[src/rtl/interrupt_unit.sv]
// Interrupt unit: edge-detected pending bits, mask/pending/cause IO registers and
// a REQ/SERVICE handshake with the control unit. Define INT_SYNC_EN to add a 2-flop input synchronizer.
`timescale 1ns/1ps

module interrupt_unit #(
  parameter logic [7:0] MASK_PORT  = 8'h30,
  parameter logic [7:0] PEND_PORT  = 8'h31,
  parameter logic [7:0] CAUSE_PORT = 8'h32
) (
  input  logic       CLK,
  input  logic       RESET,
  input  logic [7:0] INT_IN,
  input  logic       I_SET,
  input  logic       I_CLR,
  input  logic       INT_ACK,
  input  logic       IO_STRB,
  input  logic [7:0] PORT_ID,
  input  logic [7:0] OUT_PORT,
  output logic       INT_CU,
  output logic       I_FLAG,
  output logic [7:0] IO_DATA
);

  typedef enum logic [1:0] {
    ST_IDLE    = 2'd0,
    ST_REQ     = 2'd1,
    ST_SERVICE = 2'd2
  } state_e;

  state_e     state_q;
  logic       int_cu_q;
  logic [3:0] cause_q;     // {valid, idx}
  logic [7:0] mask_q,  mask_d;
  logic [7:0] pend_q,  pend_d;
  logic [7:0] prev_q;
  logic       i_flag_q, i_flag_d;

  logic [7:0] int_cond;
  logic [7:0] rise;
  logic [7:0] active;
  logic [2:0] ack_idx;
  logic       irq_ready;
  logic       take_ack;
  logic       mask_wr;
  logic       pend_wr;
  logic [7:0] wr_clr;
  logic [7:0] ack_clr;

`ifdef INT_SYNC_EN
  logic [7:0] sync1_q;
  logic [7:0] sync2_q;

  always_ff @(posedge CLK) begin
    if (RESET) begin
      sync1_q <= '0;
      sync2_q <= '0;
    end else begin
      sync1_q <= INT_IN;
      sync2_q <= sync1_q;
    end
  end

  assign int_cond = sync2_q;
`else
  assign int_cond = INT_IN;
`endif

  assign rise      = int_cond & ~prev_q;
  assign active    = pend_q & mask_q;
  assign irq_ready = i_flag_q && (|active);
  assign take_ack  = (state_q == ST_REQ) && irq_ready && INT_ACK;
  assign mask_wr   = IO_STRB && (PORT_ID == MASK_PORT);
  assign pend_wr   = IO_STRB && (PORT_ID == PEND_PORT);

  // Lowest set bit of the active vector is the highest-priority source.
  always_comb begin
    // NOTE: every combinationally assigned signal gets a default first so no latch is inferred.
    ack_idx = '0;
    for (int i = 7; i >= 0; i--) begin
      if (active[i]) ack_idx = 3'(i);
    end
  end

  always_comb begin
    wr_clr  = pend_wr  ? OUT_PORT : 8'h00;
    ack_clr = take_ack ? (8'h01 << ack_idx) : 8'h00;
    // A fresh edge overrides any clear landing on the same clock.
    pend_d  = (pend_q & ~wr_clr & ~ack_clr) | rise;
    mask_d  = mask_wr ? OUT_PORT : mask_q;
    if (I_CLR || INT_ACK) begin
      i_flag_d = 1'b0;
    end else if (I_SET) begin
      i_flag_d = 1'b1;
    end else begin
      i_flag_d = i_flag_q;
    end
  end

  always_ff @(posedge CLK) begin
    if (RESET) begin
      mask_q   <= '0;
      pend_q   <= '0;
      prev_q   <= '0;
      i_flag_q <= 1'b0;
    end else begin
      // NOTE: clocked state uses non-blocking assignments so every register samples pre-edge values.
      mask_q   <= mask_d;
      pend_q   <= pend_d;
      prev_q   <= int_cond;
      i_flag_q <= i_flag_d;
    end
  end

  // Request FSM; INT_CU is a flop written alongside the state so it has no input-to-output path.
  always_ff @(posedge CLK) begin
    if (RESET) begin
      state_q  <= ST_IDLE;
      int_cu_q <= 1'b0;
      cause_q  <= '0;
    end else begin
      case (state_q)
        ST_IDLE: begin
          if (irq_ready) begin
            state_q  <= ST_REQ;
            int_cu_q <= 1'b1;
          end
        end
        ST_REQ: begin
          if (!irq_ready) begin
            state_q  <= ST_IDLE;
            int_cu_q <= 1'b0;
          end else if (INT_ACK) begin
            state_q  <= ST_SERVICE;
            int_cu_q <= 1'b0;
            cause_q  <= {1'b1, ack_idx};
          end
        end
        ST_SERVICE: begin
          int_cu_q <= 1'b0;
          if (I_SET) state_q <= ST_IDLE;
        end
        default: begin
          state_q  <= ST_IDLE;
          int_cu_q <= 1'b0;
        end
      endcase
    end
  end

  always_comb begin
    if (PORT_ID == MASK_PORT) begin
      IO_DATA = mask_q;
    end else if (PORT_ID == PEND_PORT) begin
      IO_DATA = pend_q;
    end else if (PORT_ID == CAUSE_PORT) begin
      IO_DATA = {cause_q[3], 4'b0000, cause_q[2:0]};
    end else begin
      IO_DATA = 8'h00;
    end
  end

  assign INT_CU = int_cu_q;
  assign I_FLAG = i_flag_q;

endmodule

[config.mk]
export PLATFORM = sky130hd
export DESIGN_NAME = interrupt_unit
export DESIGN_NICKNAME = d
export VERILOG_FILES = /design/src/rtl/interrupt_unit.sv
export SDC_FILE = /design/constraint.sdc
export NUM_CORES = 1
export LEC_CHECK = 0
export BUFFER_PORTS_ARGS = -buffer_cell sky130_fd_sc_hd__buf_2
export CORE_UTILIZATION = 52
export DETAILED_ROUTE_END_ITERATION = 12
export GPL_TIMING_DRIVEN = 0
export PLACE_DENSITY_LB_ADDON = 0.2
export REMOVE_ABC_BUFFERS = 1
export SKIP_LAST_GASP = 1
export SYNTH_ARGS = -nofsm -noshare
export SYNTH_HDL_FRONTEND = slang
export SYNTH_SLANG_ARGS = --single-unit
export TNS_END_PERCENT = 100
[constraint.sdc]
create_clock -name CLK -period 1.8 [get_ports CLK]
set_input_delay 0.27 -clock CLK [delete_from_list [all_inputs] [get_ports CLK]]
set_output_delay 0.27 -clock CLK [all_outputs]
set_load 0.03 [all_outputs]
==> metrics.md <==
| Metric | Value |
|---|---|
| Skew-Pair Late Insertion Delay | 0.34 ns |
| GR Overflow Total | 0 |
| Share of cells above drive strength 1 | 0.223 |
| RSZ-0062 raised after global routing | no |
| First-pass GRT wire length | 5.78 mm |
| Slew @ Worst Pin | 0.631 ns |
| Max-cap check violation count | 0 |
| Syn Std Cell Area | 1550 µm² |
| Ys async rst share | 0 |
| # clock sinks | 32 |
| Core Area | 2780 µm² |
| Initial antenna violation count | 0 |
| Number of DRC markers in iteration 0 | 82 |
| GRT Overall Usage | 0.237 |
| Static leakage | 0.000814 µW |
| IO buf count | 39 |
| Flops & latches, synth | 32 |
| Share of total power in combinational logic | 0.094 |
| Synth area leaders | dfxtp_1 (41%), mux2i_1 (10%), nor2_1 (6.5%) |
| Clock Tree Buf Depth | 2 |
| First-pass DRT Iterations | 4 |
| Post-synth top cells | dfxtp_1 (32), nor2_1 (27), a21oi_1 (17) |
| Outcome | finished, final reports clean |
| Layout Nets | 249 |
| Area growth from synthesis to layout | 16.4% |
| DP HPWL | 2.63 mm |
| Setup Skew | 0.00982 ns |
| Syn_area_per_cell | 8.61 µm² |
| P_sw | 325 µW |
| Ports | 40 |
| Fillers | 255 |
| Die width | 56.6 µm |
| Inst Count DP | 243 |
| Setup bufs post-CTS | 0 |
| Synth warnings | 0 |
| Final instance count without filler cells | 251 |
| Internal | 986 µW |
| Area share of the largest cell type after synthesis | 0.413 |
| Minimum clock period | 1.72 ns |
| Reg-to-reg setup timing slack | 0.25 ns |
| Post-synth cell types | 33 |
| CTS-repair resized insts | 0 |
| Final Hold Fails | 0 |
| Die area | 3200 µm² |
| Worst IR drop on VDD | 0.723 mV |
| Seq/Total Area, Yosys | 0.413 |
| H-tree levels | 2 |
| WL/cell | 14.2 µm |
| CP Capture Type | output port |
| Inserted Diodes | 0 |
| CTS tree | yes |
| Row Count | 19 |
| CTS clk-pin slew, worst paths | 0.10 ns |
| Post-synthesis cell count | 180 |
| Rel. slew slack | 0.577 |
| Gp weighted congestion | 0.852 |
| Register area | 641 µm² |
| Pwr dens | 727 nW/µm² |
| Post-Route WL | 3.56 mm |
| DIE HEIGHT | 56.6 µm |
| Top FF cell, synth | dfxtp_1 |
| Largest area contributor in the netlist | dfxtp_1 |
| Multi-input logic area | 856 µm² |
| Number of global-route vias before repair | 1314 |
| Critical Path RT | 1.53 ns |
| Crit Path Category | in -> out |
| CTS Root Cell | clkbuf_4 |
| Max Slew Vio Count | 0 |
| Via/cell ratio | 5.86 |
| Worst Setup Start Kind | input pin |
| Clock share of power | 0.327 |
| Switching share of power | 0.248 |
| Post-route ant nets | 0 |
| Fmax | 580 MHz |
| Post-synth EDFFs | 0 |
| Most common cell in the netlist | dfxtp_1 |
| Vias post-DR | 1472 |
| Sequential Power Share | 0.580 |
| Critical Path Fanout Max | 9 |
| Hold WS | 0.0786 ns |
| Initial Util | 0.557 |
| Worst path arrival time | 1.45 ns |
| Final setup fails | 0 |
| # DRC | 0 |
| Largest net degree at the start of global routing | 26 |
| Fin crit share | 0.957 |
| Hold Buf Count CTS | 0 |
| Clock buffer count from CTS | 5 |
| Worst hold-check path type | in -> reg |
-- cell usage in the layout (no fill, tap or decap), drive strengths merged, types with 2 or more instances in the layout --
master	instances
a31oi	6
a21oi	17
buf	39
a22oi	4
a211oi	2
nand2	15
nand3b	2
a41o	2
nor2b	16
nor3	4
nand4	9
and2	2
a22o	2
inv	4
nor2	27
dfxtp	32
clkbuf	8
o211ai	2
mux2i	16
-- worst max-delay path, stage by stage --
cell and delay, ns:
buf_2 0.14, nor3_4 0.42, nand2_1 0.24, nor2_1 0.17, buf_2 0.21
-- registers in the layout, indices dropped and copies added, names as in the netlist --
signal,cells
I_FLAG,1
cause_q,4
prev_q,8
state_q,2
INT_CU,1
pend_q,8
mask_q,8
-- routing by layer --
| metal | routed length [µm] | vias up | global-route usage |
|---|---|---|---|
| met2 | 1680 | 65 | 0.383 |
| met4 | 47 | 0 | 0.0871 |
| met5 | 0 | - | 0 |
| met3 | 311 | 5 | 0.0783 |
| li1 | - | 732 | - |
| met1 | 1520 | 670 | 0.293 |
-- power groups by stage --
stage	registers, µW	clock network, µW	logic (µW)
after CTS	759	433	124
final	760	428	123
after detailed placement	775	0	123
after floorplan	770	0	58.5
after global placement	774	0	119
after global routing	763	460	137
-- logic make-up after synthesis --
| family | share of synthesized area |
|---|---|
| AO/OA/AOI/OAI | 0.177 |
| flip-flops | 0.413 |
| buffers and inverters | 0.0347 |
| AND/OR/NAND/NOR | 0.272 |
| multiplexers | 0.103 |
-- worst paths after layout --
kind                                  from    endpoint  cells past startpoint
worst min register to register  state_q[1]  state_q[0]                      1
worst max-delay path            PORT_ID[1]  IO_DATA[6]                      5
worst min-delay path                 I_CLR      I_FLAG                      2
worst max register to register   pend_q[1]      INT_CU                      4
-- metrics by stage --
stage	TNS [ns]	setup WS (ns)	power, µW	instance area, µm²	util
global placement	-0.813	-0.107	892	1750	0.628
detailed placement	-0.880	-0.123	898	1750	0.628
finish	0	0.0773	1310	1800	0.649
global route	0	0.0142	1360	1800	0.649
floorplan	0	0.313	829	1510	-
CTS	0	0.117	1320	1800	0.649
-- area by class of cell --
class	instances	share of cell area
inverters	4	0.00832
repair buffers	39	0.108
multi-input cells	137	0.474
clock buffers	8	0.0326
well taps	31	0.0215
flip-flops and latches	32	0.355
Power figures use the tool's default switching activity.
